**src/rtl/bp_axi_mem_bridge.sv**
```systemverilog
// Bridges BlackParrot memory commands onto AXI4 INCR bursts, one transaction outstanding at a time.
// Commands below the DRAM base are answered locally with an error response and never reach AXI.
module bp_axi_mem_bridge #(
  parameter int paddr_width_p = 34,
  parameter int data_width_p = 64,
  parameter int axi_addr_width_p = 32,
  parameter logic [paddr_width_p-1:0] dram_base_p = paddr_width_p'(34'h0_8000_0000),
  parameter int max_len_p = 4
) (
  input  logic                        aclk,
  input  logic                        aresetn,

  input  logic                        cmd_v_i,
  output logic                        cmd_ready_and_o,
  input  logic [paddr_width_p-1:0]    cmd_addr_i,
  input  logic                        cmd_wr_i,
  input  logic [1:0]                  cmd_len_i,
  input  logic [data_width_p-1:0]     cmd_data_i,
  input  logic                        cmd_data_v_i,
  output logic                        cmd_data_ready_and_o,

  output logic                        resp_v_o,
  input  logic                        resp_ready_and_i,
  output logic [data_width_p-1:0]     resp_data_o,
  output logic                        resp_wr_o,
  output logic                        resp_last_o,
  output logic                        resp_err_o,

  output logic [axi_addr_width_p-1:0] m_axi_araddr,
  output logic [7:0]                  m_axi_arlen,
  output logic                        m_axi_arvalid,
  input  logic                        m_axi_arready,
  input  logic [data_width_p-1:0]     m_axi_rdata,
  input  logic [1:0]                  m_axi_rresp,
  input  logic                        m_axi_rlast,
  input  logic                        m_axi_rvalid,
  output logic                        m_axi_rready,

  output logic [axi_addr_width_p-1:0] m_axi_awaddr,
  output logic [7:0]                  m_axi_awlen,
  output logic                        m_axi_awvalid,
  input  logic                        m_axi_awready,
  output logic [data_width_p-1:0]     m_axi_wdata,
  output logic [data_width_p/8-1:0]   m_axi_wstrb,
  output logic                        m_axi_wlast,
  output logic                        m_axi_wvalid,
  input  logic                        m_axi_wready,
  input  logic [1:0]                  m_axi_bresp,
  input  logic                        m_axi_bvalid,
  output logic                        m_axi_bready
);

  localparam int cnt_w_lp = $clog2(max_len_p);

  typedef enum logic [2:0] {
    IDLE, RD_ADDR, RD_DATA, WR_ADDR, WR_DATA, WR_RESP, ERR
  } state_e;

  state_e                      state_r;
  logic [axi_addr_width_p-1:0] addr_r;
  logic [1:0]                  len_r;
  logic                        wr_r;
  logic [cnt_w_lp-1:0]         beat_cnt_r;
  logic                        bresp_err_r;
  logic                        resp_pend_r;
  logic                        cmd_ready_r;
  logic                        arvalid_r;
  logic                        awvalid_r;
  logic                        bready_r;

  logic [paddr_width_p-1:0]    addr_off;
  logic                        last_beat;
  logic                        rd_data_st;
  logic                        wr_data_st;
  logic                        drain_st;
  logic                        wr_resp_pend;
  logic                        err_resp_pend;

  assign addr_off  = cmd_addr_i - dram_base_p;
  assign last_beat = (beat_cnt_r == cnt_w_lp'(len_r));

  // cmd_ready is a register so it stays low through reset and the first cycle after it
  always_ff @(posedge aclk or negedge aresetn) begin
    if (!aresetn) begin
      state_r     <= IDLE;
      addr_r      <= '0;
      len_r       <= '0;
      wr_r        <= 1'b0;
      beat_cnt_r  <= '0;
      bresp_err_r <= 1'b0;
      resp_pend_r <= 1'b0;
      cmd_ready_r <= 1'b0;
      arvalid_r   <= 1'b0;
      awvalid_r   <= 1'b0;
      bready_r    <= 1'b0;
    end else begin
      case (state_r)
        IDLE: begin
          if (cmd_ready_r && cmd_v_i) begin
            cmd_ready_r <= 1'b0;
            addr_r      <= addr_off[axi_addr_width_p-1:0];
            len_r       <= cmd_len_i;
            wr_r        <= cmd_wr_i;
            beat_cnt_r  <= '0;
            bresp_err_r <= 1'b0;
            if (cmd_addr_i < dram_base_p) begin
              state_r     <= ERR;
              resp_pend_r <= ~cmd_wr_i;
            end else if (cmd_wr_i) begin
              state_r   <= WR_ADDR;
              awvalid_r <= 1'b1;
            end else begin
              state_r   <= RD_ADDR;
              arvalid_r <= 1'b1;
            end
          end else begin
            cmd_ready_r <= 1'b1;
          end
        end
        RD_ADDR: begin
          if (m_axi_arready) begin
            arvalid_r <= 1'b0;
            state_r   <= RD_DATA;
          end
        end
        RD_DATA: begin
          if (m_axi_rvalid && resp_ready_and_i && m_axi_rlast) begin
            state_r     <= IDLE;
            cmd_ready_r <= 1'b1;
          end
        end
        WR_ADDR: begin
          if (m_axi_awready) begin
            awvalid_r <= 1'b0;
            state_r   <= WR_DATA;
          end
        end
        WR_DATA: begin
          if (cmd_data_v_i && m_axi_wready) begin
            beat_cnt_r <= beat_cnt_r + 1'b1;
            if (last_beat) begin
              state_r  <= WR_RESP;
              bready_r <= 1'b1;
            end
          end
        end
        WR_RESP: begin
          if (bready_r && m_axi_bvalid) begin
            bready_r    <= 1'b0;
            bresp_err_r <= m_axi_bresp[1];
            resp_pend_r <= 1'b1;
          end else if (resp_pend_r && resp_ready_and_i) begin
            resp_pend_r <= 1'b0;
            state_r     <= IDLE;
            cmd_ready_r <= 1'b1;
          end
        end
        ERR: begin
          // Rejected writes still swallow their data beats so the producer is not left stuck
          if (!resp_pend_r) begin
            if (cmd_data_v_i) begin
              beat_cnt_r <= beat_cnt_r + 1'b1;
              if (last_beat) resp_pend_r <= 1'b1;
            end
          end else if (resp_ready_and_i) begin
            resp_pend_r <= 1'b0;
            state_r     <= IDLE;
            cmd_ready_r <= 1'b1;
          end
        end
        default: state_r <= IDLE;
      endcase
    end
  end

  assign rd_data_st    = (state_r == RD_DATA);
  assign wr_data_st    = (state_r == WR_DATA);
  assign drain_st      = (state_r == ERR) && !resp_pend_r;
  assign wr_resp_pend  = (state_r == WR_RESP) && resp_pend_r;
  assign err_resp_pend = (state_r == ERR) && resp_pend_r;

  assign cmd_ready_and_o      = cmd_ready_r;
  assign cmd_data_ready_and_o = (wr_data_st && m_axi_wready) || drain_st;

  // Read beats pass straight through so the read path adds no latency
  assign resp_v_o    = rd_data_st ? m_axi_rvalid : (wr_resp_pend || err_resp_pend);
  assign resp_data_o = rd_data_st ? m_axi_rdata : '0;
  assign resp_last_o = rd_data_st ? m_axi_rlast : (wr_resp_pend || err_resp_pend);
  assign resp_err_o  = rd_data_st ? m_axi_rresp[1]
                     : ((wr_resp_pend && bresp_err_r) || err_resp_pend);
  assign resp_wr_o   = wr_resp_pend || (err_resp_pend && wr_r);

  assign m_axi_araddr  = addr_r;
  assign m_axi_arlen   = 8'(len_r);
  assign m_axi_arvalid = arvalid_r;
  assign m_axi_rready  = rd_data_st && resp_ready_and_i;

  assign m_axi_awaddr  = addr_r;
  assign m_axi_awlen   = 8'(len_r);
  assign m_axi_awvalid = awvalid_r;
  assign m_axi_wvalid  = wr_data_st && cmd_data_v_i;
  assign m_axi_wdata   = wr_data_st ? cmd_data_i : '0;
  assign m_axi_wstrb   = wr_data_st ? '1 : '0;
  assign m_axi_wlast   = wr_data_st && last_beat;
  assign m_axi_bready  = bready_r;

  logic unused_ok;
  assign unused_ok = &{1'b0, m_axi_rresp[0], m_axi_bresp[0],
                       addr_off[paddr_width_p-1:axi_addr_width_p]};

endmodule

```
**config.mk**
```make
export PLATFORM = sky130hd
export DESIGN_NAME = bp_axi_mem_bridge
export DESIGN_NICKNAME = d
export VERILOG_FILES = /design/src/rtl/bp_axi_mem_bridge.sv
export SDC_FILE = /design/constraint.sdc
export NUM_CORES = 1
export LEC_CHECK = 0
export CAP_MARGIN = 10
export CORE_AREA = 5 5 153 155
export CTS_CLUSTER_DIAMETER = 50
export DETAILED_ROUTE_END_ITERATION = 10
export DIE_AREA = 0 0 158 160
export GPL_TIMING_DRIVEN = 0
export PLACE_DENSITY = 0.64
export SYNTH_ARGS = -nofsm -noshare
export SYNTH_HDL_FRONTEND = slang
export SYNTH_SLANG_ARGS = --single-unit
export TNS_END_PERCENT = 100
```
**constraint.sdc**
```tcl
create_clock -name aclk -period 1.9 [get_ports aclk]
set_input_delay 0.38 -clock aclk [delete_from_list [all_inputs] [get_ports aclk]]
set_output_delay 0.38 -clock aclk [all_outputs]
set_load 0.01 [all_outputs]
```
==> results_dict.tcl <==
set metrics [dict create \
    grt_overflow_total 0 \
    fin_ws_ps -183.3 \
    design.die.area_sq_mm 0.02528 \
    synthFlopType "dfrtp_1" \
    top_usage_layer "met2" \
    synth_edf_count 0 \
    fmax_mhz 480.0 \
    dp_hpwl_microns 18800 \
    ys_warn_count 0 \
    crit_fanout 7 \
    powerDensity_mw_per_mm2 1188 \
    synth_area_sq_mm 0.003542 \
    swShare_pct 37.48 \
    holdCritPathClass "input pin to async pin" \
    grt_usage_pct 15.92 \
    ant_nets 0 \
    start_kind "flop" \
    fin_skew_ps 12.25 \
    ir_drop_v 0.0004839 \
    met2_usage_pct 29.51 \
    grt_use_met3_pct 5.846 \
    htree_levels 2 \
    worst_pin_slew_ps 644.6 \
    clockPowerShare_pct 8.2 \
    run_status "finished, violations left" \
    fin_hold_ws_ps 114.1 \
    drive_gt1_share_pct 39.30 \
    cell_internal_pwr_mw 6.599 \
    pwr-share-comb_pct 74.5 \
    drtIter0Drc 133 \
    io_pins 408 \
    route.vias.total 4745 \
    io_buffer_count 393 \
    rows 54 \
    slew_viol_final 0 \
    gp_congestion 0.8504 \
    drc 0 \
    firstDrtPassIters 4 \
    wl_per_cell_microns 18.57 \
    holdBufCountCts 0 \
    fin_crit_sh_pct 109.6 \
    postSynthCellCount 460 \
    dieWidth_microns 158 \
    routed_wl_microns 22130 \
    clkSlewWorstSetupHoldPaths_ps 70 \
    p_sw_mw 3.956 \
    vias_per_cell 3.981 \
    required_ps 1520 \
    initial_utilization_pct 16.33 \
    relSlewSlack_pct 57.03 \
    cts_tree "built" \
    post_synth_num_cell_types 45 \
    use_met1_pct 16.47 \
    fin_nets 1090 \
    power.total_mw 10.55 \
    final_common_cell "clkdlybuf4s50_1" \
    synth_seq_cells 46 \
    grt_max_degree 26 \
    setup_viol 142 \
    rsz0062_at_grt "true" \
    r2r_cells 7 \
    die_h_microns 160 \
    min_period_ps 2083 \
    clkLatencyLatePin_ps 290 \
    critPathKind "flop to output pin" \
    areaGrowthSynthToFinish_pct 150.9 \
    final_cell_mix "248 x clkdlybuf4s50_1, 112 x nand2_1, 101 x buf_4" \
    grt_pass1_wl_microns 30450 \
    cp-end-kind "output pin" \
    cap_violations 0 \
    cts_made_buffers 5 \
    clockBufferDepth 2 \
    critPathArrivalTime_ps 1700 \
    hold_viol 0 \
    cts.sinks 46 \
    violations "negative setup slack" \
    seq_power_share_pct 17.3 \
    grt_pass1_vias 4577 \
    antenna_found_initial 4 \
    core-area_sq_mm 0.02169 \
    synth-seq-area-share_pct 32.50 \
    p_leak_nw 4.232 \
    cts_root_buf "clkbuf_16" \
    avgSynthCellArea_sq_um 7.700 \
    async_reset_ff_share_pct 100.0 \
]
-- per-stage QoR --
| step | setup TNS (ps) | util, % | worst slack (ps) | instance area (sq um) | instances |
|---|---|---|---|---|---|
| 2_1_floorplan | 0 | - | 135.8 | 3583 | 471 |
| 3_3_place_gp | -139070 | 36.28 | -1013 | 7868 | 1144 |
| 3_5_place_dp | -94840 | 36.38 | -828.2 | 7890 | 1145 |
| 4_1_cts | -17380 | 36.79 | -221.0 | 7979 | 1166 |
| 5_1_grt | -29780 | 40.97 | -259.2 | 8886 | 1192 |
| 6_report | -19530 | 40.97 | -183.3 | 8886 | 1192 |
-- final timing paths --
kind	start	to	slack, ps
min reg2reg	wr_r$_DFFE_PN0P_	wr_r$_DFFE_PN0P_	490
max in group asynchronous	aresetn	m_axi_araddr[21]$_DFFE_PN0P_	1240
min in group aclk	wr_r$_DFFE_PN0P_	wr_r$_DFFE_PN0P_	490
max reg2reg	state_r[1]$_DFFE_PN0P_	state_r[1]$_DFFE_PN0P_	70
max	state_r[1]$_DFFE_PN0P_	resp_data_o[44]	-180
min	aresetn	m_axi_araddr[13]$_DFFE_PN0P_	110
-- worst max-delay path, cell delays in order, from the launching register on --
cell and delay, ps:
dfrtp_1 400, buf_4 150, nor3b_4 140, buf_6 140
clkbuf_16 160, clkbuf_16 140, and2_1 140, buf_2 140
-- power groups by stage --
stage	Combinational (mW)	Sequential, mW	Clock, mW
6_report	7.86	1.83	0.864
5_1_grt	8.39	1.91	0.948
4_1_cts	6.90	1.83	0.892
3_5_place_dp	6.63	1.85	0
3_3_place_gp	6.58	1.83	0
2_1_floorplan	2.82	1.91	0
-- synth_stat cells (4+ instances only) --
master	instances	share of area [%]
buf_4	55	12
nor2b_1	6	1.1
dfrtp_1	46	32
clkbuf_2	4	0.57
and3_1	5	0.88
clkbuf_1	13	1.4
a22o_1	4	0.99
nor2_1	10	1.1
and2_1	130	23
o21ai_0	6	0.85
nand2_1	114	12
a21oi_1	6	0.85
buf_2	8	1.1
nand3_1	4	0.57
-- sequential cells by signal, summed over array words and instances, names as in the netlist --
| register | flops |
|---|---|
| m_axi_araddr | 32 |
| state_r | 3 |
| beat_cnt_r | 2 |
| len_r | 2 |
| bresp_err_r | 1 |
| cmd_ready_and_o | 1 |
| m_axi_arvalid | 1 |
| m_axi_awvalid | 1 |
| m_axi_bready | 1 |
| resp_pend_r | 1 |
| wr_r | 1 |
-- final cells by class --
type                    count  area [sq um]
flip-flops and latches     46          1151
inverters                   3         11.26
repair buffers            433          4345
multi-input cells         340          2143
fillers                  2205         12800
clock buffers               6         128.9
diodes                      1         2.502
plain buffers              81         739.5
well taps                 280         350.3
clock inverters             2         13.76
-- per-layer routing --
layer	up-vias	wire, microns
met4	6	458
met2	247	11760
met1	2183	7567
li1	2286	-
met3	23	2322
met5	-	28
-- repair_timing --
action,4_1_cts,5_1_grt
pin swaps,4,45
setup endpoints to repair,144,176
buffers inserted,12,17
resized for setup,683,190
gates cloned,1,11
-- cells by family after synthesis --
logic type / Yosys count / share of synthesized area [%]
AO/OA/AOI/OAI: 35 / 7.065
AND/OR/NAND/NOR: 286 / 42.60
multiplexers: 4 / 1.307
flip-flops: 46 / 32.50
buffers and inverters: 85 / 15.68
XOR/XNOR: 3 / 0.7419
other: 1 / 0.1059
No activity file was read; power rests on OpenSTA's default activity.
